### src/rtl/reorder_buffer.sv
// 16-entry in-order retirement buffer with exception flush.
// Optional combinational forwarding port enabled by defining ROB_FORWARD_EN.
module reorder_buffer (
    input  logic        clk,
    input  logic        rst,
    input  logic        alloc_en,
    input  logic        alloc_dest_en,
    input  logic [4:0]  alloc_addr,
    output logic [3:0]  alloc_ref_id,
    output logic        full,
    input  logic        wb_en,
    input  logic [3:0]  wb_ref_id,
    input  logic [31:0] wb_data,
    input  logic        wb_exc,
    output logic        commit_en,
    output logic        commit_restore,
    output logic [4:0]  commit_addr,
    output logic [31:0] commit_data,
    input  logic [3:0]  read_ref_id,
    output logic        read_ready,
    output logic [31:0] read_data
);

    localparam int unsigned DEPTH  = 16;
    localparam int unsigned ID_W   = 4;
    localparam int unsigned CNT_W  = 5;
    localparam int unsigned ADDR_W = 5;
    localparam int unsigned DATA_W = 32;

    typedef enum logic {
        RUN   = 1'b0,
        FLUSH = 1'b1
    } state_t;

    state_t state;
    state_t state_next;

    logic [DEPTH-1:0]  valid;
    logic [DEPTH-1:0]  done;
    logic [DEPTH-1:0]  exc;
    logic [DEPTH-1:0]  dest_en;
    logic [ADDR_W-1:0] addr [DEPTH];
    logic [DATA_W-1:0] data [DEPTH];
    logic [ID_W-1:0]   head;
    logic [ID_W-1:0]   tail;
    logic [CNT_W-1:0]  count;

    logic head_ready;
    logic do_retire;
    logic do_flush;
    logic do_alloc;
    logic do_wb;

    // Commit decisions look only at registered done, never at this cycle's writeback.
    assign head_ready   = valid[head] & done[head];
    assign full         = (count == CNT_W'(DEPTH)) || (state == FLUSH);
    assign alloc_ref_id = tail;

    always_ff @(posedge clk) begin
        if (!rst) begin
            state <= RUN;
        end else begin
            state <= state_next;
        end
    end

    always_comb begin
        state_next = state;
        case (state)
            RUN:     if (head_ready && exc[head]) state_next = FLUSH;
            FLUSH:   state_next = RUN;
            default: state_next = RUN;
        endcase
    end

    // Flush overrides any allocation or writeback in the same cycle.
    always_comb begin
        do_retire = 1'b0;
        do_flush  = 1'b0;
        do_alloc  = 1'b0;
        do_wb     = 1'b0;
        if (state == RUN) begin
            do_retire = head_ready & ~exc[head];
            do_flush  = head_ready & exc[head];
            do_alloc  = alloc_en & ~full & ~do_flush;
            do_wb     = wb_en & valid[wb_ref_id] & ~do_flush;
        end
    end

    always_ff @(posedge clk) begin
        if (!rst) begin
            valid <= '0;
            done  <= '0;
            exc   <= '0;
        end else if (do_flush) begin
            valid <= '0;
        end else begin
            if (do_wb) begin
                done[wb_ref_id] <= 1'b1;
                exc[wb_ref_id]  <= wb_exc;
            end
            if (do_retire) begin
                valid[head] <= 1'b0;
            end
            if (do_alloc) begin
                valid[tail] <= 1'b1;
                done[tail]  <= 1'b0;
                exc[tail]   <= 1'b0;
            end
        end
    end

    // Payload storage needs no reset; valid gates every use.
    always_ff @(posedge clk) begin
        if (do_wb) begin
            data[wb_ref_id] <= wb_data;
        end
        if (do_alloc) begin
            addr[tail]    <= alloc_addr;
            dest_en[tail] <= alloc_dest_en;
        end
    end

    always_ff @(posedge clk) begin
        if (!rst || do_flush) begin
            head  <= '0;
            tail  <= '0;
            count <= '0;
        end else begin
            if (do_retire) head <= head + ID_W'(1);
            if (do_alloc)  tail <= tail + ID_W'(1);
            count <= count + CNT_W'(do_alloc) - CNT_W'(do_retire);
        end
    end

    // Commit outputs are zero in any cycle without a retirement.
    always_ff @(posedge clk) begin
        if (!rst) begin
            commit_en      <= 1'b0;
            commit_restore <= 1'b0;
            commit_addr    <= '0;
            commit_data    <= '0;
        end else begin
            commit_en      <= do_retire & dest_en[head];
            commit_restore <= do_flush;
            commit_addr    <= do_retire ? addr[head] : '0;
            commit_data    <= do_retire ? data[head] : '0;
        end
    end

`ifdef ROB_FORWARD_EN
    assign read_ready = valid[read_ref_id] & done[read_ref_id];
    assign read_data  = data[read_ref_id];
`else
    logic unused_read;
    assign read_ready  = 1'b0;
    assign read_data   = '0;
    assign unused_read = ^read_ref_id;
`endif

endmodule

### config.mk
export PLATFORM = sky130hd
export DESIGN_NAME = reorder_buffer
export DESIGN_NICKNAME = d
export VERILOG_FILES = /design/src/rtl/reorder_buffer.sv
export SDC_FILE = /design/constraint.sdc
export NUM_CORES = 1
export LEC_CHECK = 0
export BUFFER_PORTS_ARGS = -buffer_cell sky130_fd_sc_hd__buf_2
export CORE_UTILIZATION = 30
export DETAILED_ROUTE_END_ITERATION = 8
export PLACE_DENSITY_LB_ADDON = 0.15
export SYNTH_ARGS = -nofsm -noshare
export SYNTH_HDL_FRONTEND = slang
export SYNTH_SLANG_ARGS = --single-unit
### constraint.sdc
create_clock -name clk -period 11.1 [get_ports clk]
set_input_delay 2.22 -clock clk [delete_from_list [all_inputs] [get_ports clk]]
set_output_delay 2.22 -clock clk [all_outputs]
set_load 0.01 [all_outputs]
==> flow_summary.json, run 1 <==
{
  "status": "finished, final reports clean",
  "drv_slew": 0,
  "irDropWorstVdd_v": 0.0000924,
  "die-area_um2": 93000,
  "ys_warn_count": 0,
  "grt_usage": 0.152,
  "setup_viol": 0,
  "wirelength_um": 69700,
  "grt_pass1_wl_um": 101000,
  "path_cells": "buf_4 -> mux4_2 -> a22oi_1 -> and3_1 -> or3_1 -> nand4_1 -> nor2_4 -> buf_4",
  "crit_path_end_kind": "flop",
  "timing.final.crit_share": 0.504,
  "design_area_um2": 32000,
  "min_period_ns": 5.59,
  "slew_headroom": 0.261,
  "r2r_start": "head[1]",
  "crit_fanout": 65,
  "firstDrtPassIters": 5,
  "critical-path-slowest-cell": "buf_4",
  "startpoint_type": "flop",
  "post_cts_buffers": 0,
  "critPathBufInv": 2,
  "rows": 110,
  "synth_area_um2": 27600,
  "clk_latency_ns": 0.62,
  "tns_ns": 0,
  "postCtsHoldBufs": 0,
  "io_pins": 128,
  "pre_cts_ws_ns": 5.40,
  "postLayoutCoreUtil": 0.353,
  "clockBufferDepth": 3,
  "avgViaCountPerCell": 4.93,
  "die_w_um": 305,
  "avgSynthCellArea_um2": 20.5,
  "postRouteAntennaNets": 0,
  "fillers": 8355,
  "grt_max_degree": 117,
  "powerDensity_nw_per_um2": 178,
  "min_from": "done[14]",
  "synth.top_cell.area_share": 0.663,
  "overflow": 0,
  "leakagePower_nw": 10.4,
  "drive_gt1_frac": 0.304,
  "rsz0062_at_grt": "false",
  "drtIter0Drc": 841,
  "clock_sinks": 709,
  "synth.largest_area_cell": "edfxtp_1",
  "hp-class": "reg -> reg",
  "fin_ws_ns": 5.51,
  "antenna_found_initial": 7,
  "drv_cap": 0,
  "placed_cells": 2559,
  "synthDistinctLibCells": 53,
  "gp_congestion": 0.782,
  "core_um2": 90400,
  "portBuffers": 90,
  "path_class": "reg -> reg",
  "async_flop_share": 0,
  "synth_ff_type": "edfxtp_1",
  "synthToLayoutAreaGrowth_pct": 16.0,
  "vias": 13400,
  "tightest_slew_ns": 1.11,
  "placed_cell_area_um2": 29400,
  "arrival_ns": 5.84,
  "drc": 0,
  "cts_inserted_buffers": 81,
  "hold_violations": 0,
  "diodes": 0,
  "cp_common_cell": "buf_4",
  "ys_top_cells_by_area": "edfxtp_1 (66%), mux4_2 (17%), dfxtp_1 (7.3%)",
  "wl_per_cell_um": 25.7,
  "fin_nets": 1532,
  "htreeDepth": 3,
  "slowest_delay_ns": 0.92,
  "grt_pass1_vias": 14300,
  "cts_tree": "yes",
  "cts-root-buf": "clkbuf_16",
  "synth_edf_count": 608,
  "cts.clk_slew.worst_paths_ns": 0.06,
  "finalPower_mw": 5.69,
  "synth_cells": 1342,
  "hpwl_um": 37000,
  "stdcell_count": 2707,
  "crit_required_ns": 11.35,
  "whs_ns": 0.467,
  "fp.dieH_um": 305,
  "yosys_register_bits": 709,
  "seq_area_frac_synth": 0.736,
  "skew_ns": 0.0117,
  "max_freq_mhz": 179,
  "initial_utilization": 0.305,
  "cpLargestDelayFamily": "simple AND/OR/NAND/NOR gates",
  "postCtsResizedCells": 0,
  "crit_start": "head[1]"
}
registers in the layout (all words and copies together) (netlist names), 5 cells and up:
register / flops
dest_en: 16
valid: 16
commit_data: 32
done: 16
commit_addr: 5
data: 512
exc: 16
addr: 80
count: 5
synthesized netlist by cell type, drive strengths merged (2+ instances only):
library cell	instances
edfxtp	608
mux4	206
dfxtp	101
buf	65
clkbuf	44
and3	43
nor2	39
nand2	32
inv	27
a21oi	23
ha	14
o211a	12
o21ai	11
nand3	10
and2	9
nand2b	7
o21a	7
a22o	6
nor2b	6
o211ai	6
o22a	6
o32ai	6
nor3	5
o31ai	5
xnor2	5
a31oi	4
xor2	4
a22oi	3
mux2	3
mux2i	3
nand4	3
o311ai	3
or3	3
a41oi	2
final timing paths:
path,endpoint,slack (ns),depth (start not counted)
worst max register to register,data[11][26],5.51,8
worst min register to register,done[14],0.47,1
worst max-delay path,data[11][26],5.51,8
worst min-delay path,done[14],0.47,1
power by group:
part,switching (mW),leakage [nW],internal [mW]
logic,0.111,2.83,0.0504
registers,0.00985,6.29,2.91
clock network,1.04,1.27,1.57
cells by family after synthesis:
group                    count (synthesis)  synth area share
other                                    1          0.000136
adder cells (fa/ha/maj)                 15           0.00708
XOR/XNOR                                 9           0.00286
flip-flops                             709             0.736
buffers and inverters                  136            0.0248
multiplexers                           212             0.171
AND/OR/NAND/NOR                        162            0.0308
AO/OA/AOI/OAI                           98            0.0275
area by class of cell:
class	instances	area, um2	area share
clock buffer	105	2180	0.0682
tap	1176	1470	0.0460
multi-input combinational	529	6830	0.214
inverter	27	101	0.00317
clock inverter	43	415	0.0130
sequential	709	20300	0.635
timing repair buffer	118	673	0.0211
routing by layer:
layer,GRT usage,up-vias,share of wire
met5,0,-,0.00052
met1,0.199,7204,0.43
met4,0.0483,6,0.023
met2,0.254,342,0.50
met3,0.0280,100,0.048
li1,-,5705,-
cell usage in the layout, fill, tap and decap left out, types with 12 or more instances in the layout:
cell type	instances
mux4_2	206
a21oi_1	23
o211a_1	12
buf_4	27
and3_1	41
nand2_1	32
clkinv_1	21
clkbuf_1	20
edfxtp_1	608
conb_1	33
dfxtp_1	97
nor2_4	14
nor2_1	23
buf_2	90
ha_1	14
inv_1	27
clkbuf_16	83
worst register-to-register path, stage by stage (launching register included):
cell     delay [ns]
dfxtp_4        0.84
buf_4          0.97
mux4_2         0.47
a22oi_1        0.28
and3_1         0.59
or3_1          0.55
nand4_1        0.46
nor2_4         0.44
buf_4          0.60
(Power assumes the default switching activity.)
==> inputs of run 2 (changes only) <==
- clock period: 11.1 -> 5.2 ns (I/O delays scaled with it)
==> flow_summary.json, run 2 (synthesis gave the netlist of run 1 again) <==
{
  "max_freq_mhz": 232,
  "leakagePower_nw": 10.5,
  "tns_ns": 0,
  "powerDensity_nw_per_um2": 376,
  "die-area_um2": 93000,
  "hpwl_um": 38700,
  "antenna_found_initial": 6,
  "stdcell_count": 2722,
  "startpoint_type": "flop",
  "firstDrtPassIters": 4,
  "tightest_slew_ns": 1.09,
  "postCtsResizedCells": 0,
  "hold_depth": 1,
  "core_um2": 90400,
  "grt_usage": 0.148,
  "grt_pass1_vias": 14100,
  "layout_common_cells": "edfxtp_1 (608), mux4_2 (206), dfxtp_1 (97)",
  "reg2reg_to": "count[4]",
  "r2r_slack_ns": 0.90,
  "postCtsHoldBufs": 0,
  "io_pins": 128,
  "final_common_cell": "edfxtp_1",
  "switching_share": 0.209,
  "pre_cts_ws_ns": 0.842,
  "drive_gt1_frac": 0.315,
  "grt_pass1_wl_um": 99600,
  "slowest_delay_ns": 0.75,
  "gp_congestion": 0.796,
  "fp.dieH_um": 305,
  "hold_violations": 0,
  "cts-root-buf": "clkbuf_16",
  "portBuffers": 90,
  "clk_latency_ns": 0.63,
  "crit_fanout": 29,
  "top_regs": "data x512, addr x80, commit_data x32",
  "path_class": "reg -> reg",
  "rr_worst_depth": 15,
  "drtIter0Drc": 1043,
  "overflow": 0,
  "clockBufferDepth": 3,
  "path_cells": "mux4_2 -> a22oi_1 -> and3_1 -> o31a_2 -> nand2_1 -> ha_1 -> inv_1 -> ha_1 -> inv_1 -> fa_1 -> inv_1 -> a21oi_1 -> nor2_1 -> or3_1 -> a21oi_1",
  "cts_inserted_buffers": 82,
  "fin_nets": 1543,
  "post_cts_buffers": 0,
  "design_area_um2": 32200,
  "clkPwrFrac": 0.456,
  "postLayoutCoreUtil": 0.356,
  "arrival_ns": 4.82,
  "min_from": "done[10]",
  "wl_per_cell_um": 25.0,
  "drv_cap": 0,
  "cts.clk_slew.worst_paths_ns": 0.06,
  "switchingPower_mw": 2.53,
  "skew_ns": 0.0378,
  "irDropWorstVdd_v": 0.000201,
  "slew_headroom": 0.271,
  "placed_cells": 2569,
  "grt_max_degree": 54,
  "crit_required_ns": 5.72,
  "critical-path-slowest-cell": "dfxtp_4",
  "setup_viol": 0,
  "rsz0062_at_grt": "false",
  "finalPower_mw": 12.1,
  "rows": 110,
  "largest_reg_flops": 512,
  "status": "finished, final reports clean",
  "avgViaCountPerCell": 4.87,
  "placed_cell_area_um2": 29600,
  "vias": 13300,
  "min_period_ns": 4.30,
  "crit_path_end_kind": "flop",
  "top_register": "data",
  "synthToLayoutAreaGrowth_pct": 16.8,
  "drv_slew": 0,
  "cp_common_cell": "inv_1",
  "drc": 0,
  "htreeDepth": 3,
  "wirelength_um": 68000,
  "initial_utilization": 0.305,
  "r2r_start": "head[0]",
  "p_comb_frac": 0.028,
  "whs_ns": 0.461,
  "die_w_um": 305,
  "fin_ws_ns": 0.898,
  "pwr-share-seq": 0.515,
  "p_int_mw": 9.56,
  "holdPathEnd": "done[10]",
  "clock_sinks": 709,
  "cts_tree": "yes",
  "timing.final.crit_share": 0.827,
  "hp-class": "reg -> reg",
  "postRouteAntennaNets": 0
}
==> run 2: worst max-delay path by stage <==
stage / depth (start not counted) / from / endpoint / slack, ns
after floorplan: 8 / wb_ref_id[0] / exc[2] / 0.89
after global routing: 15 / head[0] / count[4] / 0.60
after CTS: 15 / head[0] / count[4] / 0.82
after global placement: 15 / head[0] / count[4] / 0.83
after detailed placement: 15 / head[0] / count[4] / 0.84
final: 15 / head[0] / count[4] / 0.90
==> run 2: critical path, delay by kind of cell (launching register included) <==
kind                     cells  cell delay (ns)
adder cells (fa/ha/maj)      3             0.69
flip-flops                   1             0.75
AO/OA/AOI/OAI                4             0.86
AND/OR/NAND/NOR              4             1.12
buffers and inverters        3             0.17
multiplexers                 1             0.60
==> run 2: final cells by class <==
type	instances	area (um2)
Clock inverter	35	265
Antenna cell	2	5.00
Clock buffer	116	2340
Multi-Input combinational cell	529	6830
Timing Repair Buffer	128	873
Fill cell	8321	58200
Sequential cell	709	20300
Inverter	27	101
Tap cell	1176	1470
==> run 2: power by group through the flow <==
stage / Sequential (mW) / Combinational (mW) / Clock (mW)
finish: 6.23 / 0.343 / 5.51
global route: 6.23 / 0.386 / 5.90
CTS: 6.23 / 0.352 / 5.69
detailed placement: 6.35 / 0.352 / 0
global placement: 6.35 / 0.344 / 0
floorplan: 6.35 / 0.211 / 0
==> run 2: layer usage <==
metal,wire length [um],vias to the layer above,track usage,part of all wire
li1,-,5730,-,-
met1,29600,7088,0.198,0.44
met2,33800,335,0.247,0.50
met3,3380,95,0.0268,0.050
met4,1230,4,0.0412,0.018
met5,23,-,0,0.00034
